File: src/rtl/snn_input_mem_if.sv
// snn_input_mem_if -- handshake bundle for the SNN input storage/packetiser.
//
// Channels:
//   filt_wr_*  : filter weight writes into the block (valid/ready, addr, data)
//   ifm_wr_*   : ifmap spike-bit writes into the block (valid/ready, addr, data)
//   filt_pkt_* : filter packets out of the block (valid/ready, data)
//   ifm_pkt_*  : ifmap row packets out of the block (valid/ready, data)
//
// Handshake rule for every channel: a beat transfers on a rising clock edge
// where valid and ready are both high. A producer holding valid keeps its
// payload stable and does not drop valid until the beat transfers.
//
// slave  = the snn_input_mem side, master = the producer/consumer side.
interface snn_input_mem_if #(
  parameter int WIDTH_PKT = 32,
  parameter int WIDTH_FW  = 7
);
  logic                 filt_wr_valid;
  logic                 filt_wr_ready;
  logic [4:0]           filt_wr_addr;
  logic [WIDTH_FW-1:0]  filt_wr_data;

  logic                 ifm_wr_valid;
  logic                 ifm_wr_ready;
  logic [9:0]           ifm_wr_addr;
  logic                 ifm_wr_data;

  logic                 filt_pkt_valid;
  logic                 filt_pkt_ready;
  logic [WIDTH_PKT-1:0] filt_pkt_data;

  logic                 ifm_pkt_valid;
  logic                 ifm_pkt_ready;
  logic [WIDTH_PKT-1:0] ifm_pkt_data;

  modport slave (
    input  filt_wr_valid, filt_wr_addr, filt_wr_data,
    output filt_wr_ready,
    input  ifm_wr_valid, ifm_wr_addr, ifm_wr_data,
    output ifm_wr_ready,
    output filt_pkt_valid, filt_pkt_data,
    input  filt_pkt_ready,
    output ifm_pkt_valid, ifm_pkt_data,
    input  ifm_pkt_ready
  );

  modport master (
    output filt_wr_valid, filt_wr_addr, filt_wr_data,
    input  filt_wr_ready,
    output ifm_wr_valid, ifm_wr_addr, ifm_wr_data,
    input  ifm_wr_ready,
    input  filt_pkt_valid, filt_pkt_data,
    output filt_pkt_ready,
    input  ifm_pkt_valid, ifm_pkt_data,
    output ifm_pkt_ready
  );
endinterface

File: src/rtl/snn_input_mem.sv
// snn_input_mem -- input-side storage and packetiser for the SNN conv mesh.
//
// Loads a 5x5 unsigned weight filter and a 25x25 binary ifmap through write
// handshakes. Once a map has received its full count of in-range writes, it
// streams that map out as 32-bit packets: 25 filter packets (address order)
// and 25 ifmap row packets (row order). The two paths are independent.
//
// Ports:
//   clk        : single clock
//   rst_n      : asynchronous active-low reset
//   bus        : snn_input_mem_if.slave (write and packet channels)
//   filt_state : debug, filter FSM state (0 = LOAD, 1 = SEND)
//   ifm_state  : debug, ifmap FSM state  (0 = LOAD, 1 = SEND)
//
// Filter packet : {2'b00, row[2:0], col[2:0], 11'b0, weight zero-extended to 13b}
// Ifmap packet  : {2'b01, row[4:0], row_bits[24:0]}  (bit c = column c)
module snn_input_mem #(
  parameter int WIDTH_PKT  = 32,
  parameter int WIDTH_DATA = 13,
  parameter int WIDTH_FW   = 7,
  parameter int DEPTH_F    = 5,
  parameter int DEPTH_I    = 25
) (
  input  logic              clk,
  input  logic              rst_n,
  snn_input_mem_if.slave    bus,
  output logic              filt_state,
  output logic              ifm_state
);
  localparam int NF = DEPTH_F * DEPTH_F;
  localparam int NI = DEPTH_I * DEPTH_I;
  localparam logic [4:0] F_LAST   = 5'(NF - 1);
  localparam logic [4:0] F_COUNT  = 5'(NF);
  localparam logic [2:0] FC_LAST  = 3'(DEPTH_F - 1);
  localparam logic [9:0] I_LAST   = 10'(NI - 1);
  localparam logic [9:0] I_COUNT  = 10'(NI);
  localparam logic [4:0] IR_LAST  = 5'(DEPTH_I - 1);
  localparam logic [9:0] I_SIDE   = 10'(DEPTH_I);

  typedef enum logic {ST_LOAD = 1'b0, ST_SEND = 1'b1} state_t;

  // Ready must be low while reset is held and rise on the first edge after
  // release, so write-ready is qualified by this flag.
  logic alive;

  always_ff @(posedge clk or negedge rst_n) begin
    if (!rst_n) alive <= 1'b0;
    else        alive <= 1'b1;
  end

  // ---------------------------------------------------------------- filter
  state_t              filt_st, filt_st_next;
  logic [WIDTH_FW-1:0] filt_mem [NF];
  logic [4:0]          wcnt;
  logic [4:0]          fidx;
  logic [2:0]          frow, fcol;
  logic                filt_wr_ready_c, filt_pkt_valid_c;
  logic                filt_wr_fire, filt_in_range, filt_pkt_fire;

  assign filt_wr_fire  = bus.filt_wr_valid && filt_wr_ready_c;
  assign filt_in_range = (bus.filt_wr_addr < F_COUNT);
  assign filt_pkt_fire = filt_pkt_valid_c && bus.filt_pkt_ready;

  always_ff @(posedge clk or negedge rst_n) begin
    if (!rst_n) filt_st <= ST_LOAD;
    else        filt_st <= filt_st_next;
  end

  always_comb begin
    filt_st_next     = filt_st;
    filt_wr_ready_c  = 1'b0;
    filt_pkt_valid_c = 1'b0;
    case (filt_st)
      ST_LOAD: begin
        filt_wr_ready_c = alive;
        if (filt_wr_fire && filt_in_range && (wcnt == F_LAST))
          filt_st_next = ST_SEND;
      end
      ST_SEND: begin
        filt_pkt_valid_c = 1'b1;
        if (filt_pkt_fire && (fidx == F_LAST))
          filt_st_next = ST_LOAD;
      end
      default: filt_st_next = ST_LOAD;
    endcase
  end

  // Storage, write counter and send pointer. Row/col are tracked alongside
  // the flat index so the packet header needs no divider.
  always_ff @(posedge clk or negedge rst_n) begin
    if (!rst_n) begin
      wcnt <= '0;
      fidx <= '0;
      frow <= '0;
      fcol <= '0;
      for (int i = 0; i < NF; i++) filt_mem[i] <= '0;
    end else begin
      if (filt_wr_fire && filt_in_range) begin
        filt_mem[bus.filt_wr_addr] <= bus.filt_wr_data;
        wcnt <= (wcnt == F_LAST) ? 5'd0 : wcnt + 5'd1;
      end
      if (filt_pkt_fire) begin
        if (fidx == F_LAST) begin
          fidx <= '0;
          frow <= '0;
          fcol <= '0;
        end else begin
          fidx <= fidx + 5'd1;
          if (fcol == FC_LAST) begin
            fcol <= '0;
            frow <= frow + 3'd1;
          end else begin
            fcol <= fcol + 3'd1;
          end
        end
      end
    end
  end

  assign bus.filt_wr_ready  = filt_wr_ready_c;
  assign bus.filt_pkt_valid = filt_pkt_valid_c;
  assign bus.filt_pkt_data  = filt_pkt_valid_c ?
      {2'b00, frow, fcol, {(WIDTH_PKT - 8 - WIDTH_DATA){1'b0}},
       {(WIDTH_DATA - WIDTH_FW){1'b0}}, filt_mem[fidx]} : '0;
  assign filt_state = (filt_st == ST_SEND);

  // ----------------------------------------------------------------- ifmap
  state_t             ifm_st, ifm_st_next;
  logic [DEPTH_I-1:0] ifm_rows [DEPTH_I];
  logic [9:0]         pcnt;
  logic [4:0]         irow;
  logic [4:0]         dec_row, dec_col;
  logic               ifm_wr_ready_c, ifm_pkt_valid_c;
  logic               ifm_wr_fire, ifm_in_range, ifm_pkt_fire;

  assign ifm_wr_fire  = bus.ifm_wr_valid && ifm_wr_ready_c;
  assign ifm_in_range = (bus.ifm_wr_addr < I_COUNT);
  assign ifm_pkt_fire = ifm_pkt_valid_c && bus.ifm_pkt_ready;

  // Constant divide; only meaningful when the address is in range, where
  // the quotient fits in 5 bits.
  assign dec_row = 5'(bus.ifm_wr_addr / I_SIDE);
  assign dec_col = 5'(bus.ifm_wr_addr - 10'(dec_row) * I_SIDE);

  always_ff @(posedge clk or negedge rst_n) begin
    if (!rst_n) ifm_st <= ST_LOAD;
    else        ifm_st <= ifm_st_next;
  end

  always_comb begin
    ifm_st_next     = ifm_st;
    ifm_wr_ready_c  = 1'b0;
    ifm_pkt_valid_c = 1'b0;
    case (ifm_st)
      ST_LOAD: begin
        ifm_wr_ready_c = alive;
        if (ifm_wr_fire && ifm_in_range && (pcnt == I_LAST))
          ifm_st_next = ST_SEND;
      end
      ST_SEND: begin
        ifm_pkt_valid_c = 1'b1;
        if (ifm_pkt_fire && (irow == IR_LAST))
          ifm_st_next = ST_LOAD;
      end
      default: ifm_st_next = ST_LOAD;
    endcase
  end

  // Row registers are only cleared by reset; each timestep overwrites them.
  always_ff @(posedge clk or negedge rst_n) begin
    if (!rst_n) begin
      pcnt <= '0;
      irow <= '0;
      for (int i = 0; i < DEPTH_I; i++) ifm_rows[i] <= '0;
    end else begin
      if (ifm_wr_fire && ifm_in_range) begin
        ifm_rows[dec_row][dec_col] <= bus.ifm_wr_data;
        pcnt <= (pcnt == I_LAST) ? 10'd0 : pcnt + 10'd1;
      end
      if (ifm_pkt_fire)
        irow <= (irow == IR_LAST) ? 5'd0 : irow + 5'd1;
    end
  end

  assign bus.ifm_wr_ready  = ifm_wr_ready_c;
  assign bus.ifm_pkt_valid = ifm_pkt_valid_c;
  assign bus.ifm_pkt_data  = ifm_pkt_valid_c ? {2'b01, irow, ifm_rows[irow]} : '0;
  assign ifm_state = (ifm_st == ST_SEND);

endmodule

File: src/flat_wrapper.sv
// flat-port wrapper written by rule: the top's interface ports become plain ports
module snn_input_mem_flat 
#(
  parameter int WIDTH_PKT  = 32,
  parameter int WIDTH_DATA = 13,
  parameter int WIDTH_FW   = 7,
  parameter int DEPTH_F    = 5,
  parameter int DEPTH_I    = 25
)
  (clk, rst_n, filt_state, ifm_state, bus_filt_wr_valid, bus_filt_wr_addr, bus_filt_wr_data, bus_filt_wr_ready, bus_ifm_wr_valid, bus_ifm_wr_addr, bus_ifm_wr_data, bus_ifm_wr_ready, bus_filt_pkt_valid, bus_filt_pkt_data, bus_filt_pkt_ready, bus_ifm_pkt_valid, bus_ifm_pkt_data, bus_ifm_pkt_ready);
  snn_input_mem_if #(.WIDTH_PKT(WIDTH_PKT), .WIDTH_FW(WIDTH_FW)) bus_i ();
  input  logic clk;
  input  logic rst_n;
  output logic filt_state;
  output logic ifm_state;
  input wire logic [$bits(bus_i.filt_wr_valid)-1:0] bus_filt_wr_valid;
  input wire logic [$bits(bus_i.filt_wr_addr)-1:0] bus_filt_wr_addr;
  input wire logic [$bits(bus_i.filt_wr_data)-1:0] bus_filt_wr_data;
  output wire logic [$bits(bus_i.filt_wr_ready)-1:0] bus_filt_wr_ready;
  input wire logic [$bits(bus_i.ifm_wr_valid)-1:0] bus_ifm_wr_valid;
  input wire logic [$bits(bus_i.ifm_wr_addr)-1:0] bus_ifm_wr_addr;
  input wire logic [$bits(bus_i.ifm_wr_data)-1:0] bus_ifm_wr_data;
  output wire logic [$bits(bus_i.ifm_wr_ready)-1:0] bus_ifm_wr_ready;
  output wire logic [$bits(bus_i.filt_pkt_valid)-1:0] bus_filt_pkt_valid;
  output wire logic [$bits(bus_i.filt_pkt_data)-1:0] bus_filt_pkt_data;
  input wire logic [$bits(bus_i.filt_pkt_ready)-1:0] bus_filt_pkt_ready;
  output wire logic [$bits(bus_i.ifm_pkt_valid)-1:0] bus_ifm_pkt_valid;
  output wire logic [$bits(bus_i.ifm_pkt_data)-1:0] bus_ifm_pkt_data;
  input wire logic [$bits(bus_i.ifm_pkt_ready)-1:0] bus_ifm_pkt_ready;
  assign bus_i.filt_wr_valid = bus_filt_wr_valid;
  assign bus_i.filt_wr_addr = bus_filt_wr_addr;
  assign bus_i.filt_wr_data = bus_filt_wr_data;
  assign bus_filt_wr_ready = bus_i.filt_wr_ready;
  assign bus_i.ifm_wr_valid = bus_ifm_wr_valid;
  assign bus_i.ifm_wr_addr = bus_ifm_wr_addr;
  assign bus_i.ifm_wr_data = bus_ifm_wr_data;
  assign bus_ifm_wr_ready = bus_i.ifm_wr_ready;
  assign bus_filt_pkt_valid = bus_i.filt_pkt_valid;
  assign bus_filt_pkt_data = bus_i.filt_pkt_data;
  assign bus_i.filt_pkt_ready = bus_filt_pkt_ready;
  assign bus_ifm_pkt_valid = bus_i.ifm_pkt_valid;
  assign bus_ifm_pkt_data = bus_i.ifm_pkt_data;
  assign bus_i.ifm_pkt_ready = bus_ifm_pkt_ready;
  snn_input_mem #(.WIDTH_PKT(WIDTH_PKT), .WIDTH_DATA(WIDTH_DATA), .WIDTH_FW(WIDTH_FW), .DEPTH_F(DEPTH_F), .DEPTH_I(DEPTH_I)) u_core (.clk(clk), .rst_n(rst_n), .bus(bus_i), .filt_state(filt_state), .ifm_state(ifm_state));
endmodule
File: config.mk
export PLATFORM = sky130hd
export DESIGN_NAME = snn_input_mem_flat
export DESIGN_NICKNAME = d
export VERILOG_FILES = /design/src/rtl/snn_input_mem_if.sv /design/src/rtl/snn_input_mem.sv /design/src/flat_wrapper.sv
export SDC_FILE = /design/constraint.sdc
export NUM_CORES = 2
export LEC_CHECK = 0
export ABC_AREA = 1
export CORE_MARGIN = 5
export CORE_UTILIZATION = 60
export DETAILED_ROUTE_END_ITERATION = 12
export PLACE_DENSITY = 0.77
export SETUP_SLACK_MARGIN = 0.4
export SLEW_MARGIN = 0
export SYNTH_ARGS = -nofsm -noshare
export SYNTH_HDL_FRONTEND = slang
export SYNTH_SLANG_ARGS = --single-unit
File: constraint.sdc
create_clock -name clk -period 2.8 [get_ports clk]
set_input_delay 0.56 -clock clk [delete_from_list [all_inputs] [get_ports clk]]
set_output_delay 0.56 -clock clk [all_outputs]
set_load 0.05 [all_outputs]
* After elaboration in Yosys (flattened, before gate mapping)
Index checks and enable logic that the tools add are counted.
** Storage, ports and cells
- Register bits after elaboration :: 834
- Bits of input ports :: 29
- Logic and storage cells :: 138
** Operators by class
- Add/sub/neg operators :: 7
- Multipliers :: 1
- Div/mod/pow operators :: 1
- Order comparisons :: 10
- Eq/ne operators :: 5
- Mux-type cells :: 34
- Bitwise logic cells :: 6
- Reductions and logical operators :: 15
** Operators with widths (count)
- 625-bit bitwise mux :: 1
- 175-bit bitwise mux :: 1
- 25-bit binary-select mux with 5-bit select :: 1
- 25-bit demux with 5-bit select :: 1
- 25-bit two-way mux :: 3
- 7-bit binary-select mux with 5-bit select :: 1
- 7-bit demux with 5-bit select :: 1
- 31-bit two-way mux :: 1
- 30-bit two-way mux :: 1
- 6-bit >= comparator, second input constant :: 4
- 5-bit inverter with 6-bit output :: 4
- 7-bit two-way mux :: 3
- 5-bit by 1-bit adder with 5-bit output, second input constant :: 3
- 5-bit == test, second input constant :: 3
- 5-bit two-way mux :: 3
- 1-bit logical AND :: 13
- 6-bit by 1-bit < comparator with 1-bit output, second input constant :: 2
- 3-bit two-way mux :: 4
- 10-bit by 1-bit adder with 10-bit output, second input constant :: 1
- 10-bit by 5-bit divider with 10-bit output, second input constant :: 1
- 10-bit == test, second input constant :: 1
- 10-bit < comparator, second input constant :: 1
- 10-bit two-way mux :: 1
- 1-bit two-way mux :: 9
- 12 further kinds :: 15

* Depth between registers and ports, before layout
- Depth in word-level cells :: 10
- Gate-level depth with buffers :: 53
- Depth with buffers taken out :: 51

* Worst setup path after synthesis
Ideal clock, no wire load.
- Path kind :: input to register
- From :: input port bus_ifm_wr_addr[6]
- To :: register u_core.ifm_rows[24] in the netlist's numbering
- Arrival time :: 6.325 ns
- Required time :: 2.677 ns
- Setup slack :: -3.648 ns
- Stages on the path :: 47
- Buffers on the path :: 2
- Cell sequence :: nor2_2 > nand2_2 > nand2_2 > nand4_2 > o211ai_1 > nand2_1 > nor2_4 > nand2_4 > nand2_4 > nand2_2 > nand2_2 > nor2_4 > nand2_2 > nand3_4 > nand2_2 > nand2_1 > inv_1 > ha_1 > (+11 left out) > ha_1 > ha_1 > or3_1 > nand2_1 > ha_1 > inv_1 > nand2_1 > nand2_1 > nand2_1 > inv_1 > nor3_1 > inv_1 > nor2_1 > nand2_1 > buf_2 > clkbuf_1 > o31ai_1 > inv_1
** Between the ends
- Cells in the longest elaborated chain, start to end :: 10
** RTL lines
- start, declared :: line flat_wrapper.sv:21 : input wire logic [$bits(bus_i.ifm_wr_addr)-1:0] bus_ifm_wr_addr;
- 10-bit by 5-bit divider with 10-bit output :: line snn_input_mem.sv:142 : assign dec_row = 5'(bus.ifm_wr_addr / I_SIDE);
- 5-bit by 4-bit multiplier with 5-bit output :: line snn_input_mem.sv:143 : assign dec_col = 5'(bus.ifm_wr_addr - 10'(dec_row) * I_SIDE);
- 5-bit subtractor :: line snn_input_mem.sv:143
- 5-bit by 6-bit < comparator with 1-bit output (implied by the code) or 5-bit by 1-bit >= comparator with 1-bit output (tied branches) :: line snn_input_mem.sv:177 : ifm_rows[dec_row][dec_col] <= bus.ifm_wr_data;
- 1-bit logical AND (implied by the code) :: line snn_input_mem.sv:177
- 1-bit two-way mux (implied by the code) :: line snn_input_mem.sv:177
- 1-bit demux with 5-bit select
- 25-bit two-way mux (implied by the code) :: line snn_input_mem.sv:177
- 25-bit demux with 5-bit select :: line snn_input_mem.sv:177
- 625-bit bitwise mux :: line snn_input_mem.sv:177
- end signal, assigned by index :: line snn_input_mem.sv:177
- end, declared :: line snn_input_mem.sv:129 : logic [DEPTH_I-1:0] ifm_rows [DEPTH_I];
Several ways; a longest one is shown, not always the timed one.
A chain may end at the register's enable or synchronous reset.

* Worst setup path in the final report
- From :: input port bus_ifm_wr_addr[5]
- To :: register u_core.ifm_rows[566] in the netlist's numbering
Same word-level chain as after synthesis.

==> results.py <==
metrics = {
    "outcome": {
        "status": "finished with violations",
        "violations": "negative setup slack",
    },
    "placed_design": {
        "gp_congestion": 0.936,
        "dp_slack_ps": -4140,
        "hpwl_um": 98800,
        "port_buffers": 78,
    },
    "worst_setup_path": {
        "rrSetupSlack_ps": 150,
        "slowest_delay_ps": 400,
        "crit_path_top_delay_cell": "or3_4",
        "start_kind": "input pin",
        "r2r_cells": 12,
        "path_max_fanout": 9,
        "cp_data_arrival_time_ps": 6720,
        "cp-end-kind": "flip-flop",
        "critPathRequiredTime_ps": 3350,
        "path_class": "in2reg",
        "cpMostUsedCell": "nand2_4",
    },
    "synthesis": {
        "ys_top_cells_by_count": "nand2_1, inv_1, dfrtp_1",
        "syn_avg_cell_area_um2": 7.02,
        "ys_seq_elements": 834,
        "synth_flop_cell": "dfrtp_1",
        "ys.warnings.count": 0,
        "async_flop_share_pct": 100,
        "yosys.area.top_type": "dfrtp_1",
        "yosysUniqueCellTypes": 51,
        "synth_area_mm2": 0.0493,
        "yosysMostFrequentCell": "nand2_1",
        "yosysTopAreaCellShare_pct": 42.3,
        "synth_cells": 7025,
        "seq_area_frac_synth_pct": 42.3,
        "ys_top_cells_by_area": "dfrtp_1, nand2_1, inv_1",
        "synth_edf_count": 0,
    },
    "route": {
        "viasPerCell": 6.18,
        "drt_iter0_drc": 7071,
        "drt_wl_total_um": 173000,
        "vias": 52100,
        "drc": 0,
        "firstDrtPassIters": 7,
        "wl_per_cell_um": 20.5,
        "ant_nets": 0,
    },
    "clocking": {
        "cts_sinks": 834,
        "htreeDepth": 3,
        "clockBufferDepth": 3,
        "clkTransAtPathRegs_ps": 60,
        "clock_latency_ps": 670,
        "numCtsBuffers": 93,
        "cts_tree": "built",
        "root_buffer": "clkbuf_16",
    },
    "power": {
        "peakVddDrop_mv": 2.13,
        "seq_power_share_pct": 13.9,
        "switching_share_pct": 48.8,
        "leakage_uw": 0.0298,
        "p_per_area_mw_per_mm2": 1520,
        "pwr-share-comb_pct": 72.6,
        "p_int_uw": 48300,
        "p_sw_uw": 46100,
        "clock_power_share_pct": 13.5,
    },
    "die": {
        "initial_core_util_pct": 60.3,
        "core.rowCount": 105,
        "io_pins": 99,
        "coreArea_mm2": 0.0818,
        "die_y_um": 297,
        "die_area_mm2": 0.0881,
        "fp.dieW_um": 297,
    },
    "grt": {
        "overflow": 0,
        "antenna_found_initial": 2,
        "grt_max_degree": 127,
        "grt_pass1_wl_um": 261000,
        "grt_use_total_pct": 35.9,
        "grt_pass1_vias": 48200,
    },
    "worst_hold_path": {
        "worst_hold_path_type": "in2async",
    },
    "timing": {
        "finalMaxSlewViolations": 0,
        "fmax_ghz": 0.162,
        "fin_ws_ps": -3370,
        "hold_viol_final": 0,
        "post-route-min-period_ps": 6170,
        "finalCritPeriodShare_pct": 220,
        "setup_viol": 658,
        "fin_skew_ps": 37.9,
        "setup-tns-final_ps": -2000000,
        "slew_headroom_pct": 14.9,
        "worstMarginPinSlew_ps": 1270,
        "rsz0062_at_grt": "yes",
    },
    "layout": {
        "nNetsFinal": 7340,
        "area_growth_pct": 26.2,
        "fillCellCount": 5572,
        "antenna_cells": 0,
        "drive_gt1_share_pct": 16.1,
    },
    "flow_run": {
        "maxCapViolations": 0,
    },
}
## metrics by stage
stage / util (%) / power [uW] / std cells / cell area [um2] / hold WS (ps)
global placement: 67.8 / 61500 / 8108 / 55500 / 460
finish: 76.1 / 94400 / 8427 / 62300 / 381
global route: 76.1 / 96700 / 8427 / 62300 / 399
detailed placement: 67.8 / 62000 / 8108 / 55500 / 468
CTS: 74.1 / 84700 / 8376 / 60600 / 365
floorplan: - / 41100 / 7044 / 49800 / 264
## layout by cell type (no fill, tap or decap), types with 34 or more instances in the layout
master and count:
buf_6 34, nor3_1 46, o21ai_0 624, dfrtp_1 830, nand4_1 523, buf_4 438, nand2_1 1470, o21ai_1 61
nand3_2 90, a21oi_1 298, clkbuf_16 117, nand2_2 40, nor2_4 53, a311oi_1 41, buf_12 189, nor2_1 148
nand3_1 598, inv_1 1267
## sequential cells by signal, summed over array words and instances, names as in the netlist, 3 cells and up
| signal | cells |
|---|---|
| u_core.fcol | 3 |
| u_core.fidx | 5 |
| u_core.filt_mem | 175 |
| u_core.frow | 3 |
| u_core.ifm_rows | 625 |
| u_core.irow | 5 |
| u_core.pcnt | 10 |
| u_core.wcnt | 5 |
## power groups by stage
stage               combinational [uW]  clock, uW  sequential, uW
finish                           68500      12800           13100
global route                     70200      13300           13200
floorplan                        27900          0           13200
global placement                 48200          0           13300
CTS                              58800      12800           13100
detailed placement               48700          0           13300
## per-layer routing
layer	global-route usage (%)	vias to the layer above	routed length [um]
met4	18.0	2	11700
met3	7.98	855	20100
met2	56.2	3653	77700
met5	0	-	13
met1	47.4	24300	63600
li1	-	23200	-
## area by class of cell
type,count,area (um2),share of cell area [%]
Multi-Input combinational cell,4274,22300,35.7
Inverter,1303,4920,7.91
Tap cell,1070,1340,2.15
Clock buffer,142,2800,4.50
Sequential cell,834,20900,33.5
Clock inverter,27,407,0.653
Timing Repair Buffer,777,9660,15.5
## worst paths after layout
check / to / from
min in group clk: u_core.ifm_rows[88] / bus_ifm_wr_data
setup reg to reg: u_core.ifm_rows[392] / u_core.ifm_state
setup / recovery: u_core.ifm_rows[566] / bus_ifm_wr_addr[5]
hold / removal: u_core.ifm_rows[608] / rst_n
hold reg to reg: u_core.filt_mem[42] / u_core.filt_mem[42]
max in group asynchronous: u_core.ifm_rows[142] / rst_n
## critical path: cells and delay by family
family	cells	cell delay, ps
adders and majority gates	4	800
and+or+nand+nor	30	3340
buffers and inverters	14	1430
AOI/OAI and AO/OA	3	580
## cells by family (layout without fill, tap and decap cells)
group                      count (synthesis)  in the layout  share of synthesized area, %
and+or+nand+nor                         3026           3026                          28.0
buffers and inverters                   1936           2249                          15.5
adders and majority gates                 28             28                         0.710
DFF                                      834            834                          42.3
other                                      2             21                        0.0152
xor gates and xnor gates                  15             15                         0.266
AOI/OAI and AO/OA                       1184           1184                          13.2
## repair_timing
action / in CTS / in global routing
setup buffers: 72 / 21
hold buffers: 1 / 0
cloned: 26 / 30
gates resized for setup: 178 / 202
endpoints found under the hold margin: 21 / 0
setup endpoints to repair: 673 / 745
pin swaps: 139 / 186
Note: power is estimated with default switching activity, not from simulation.
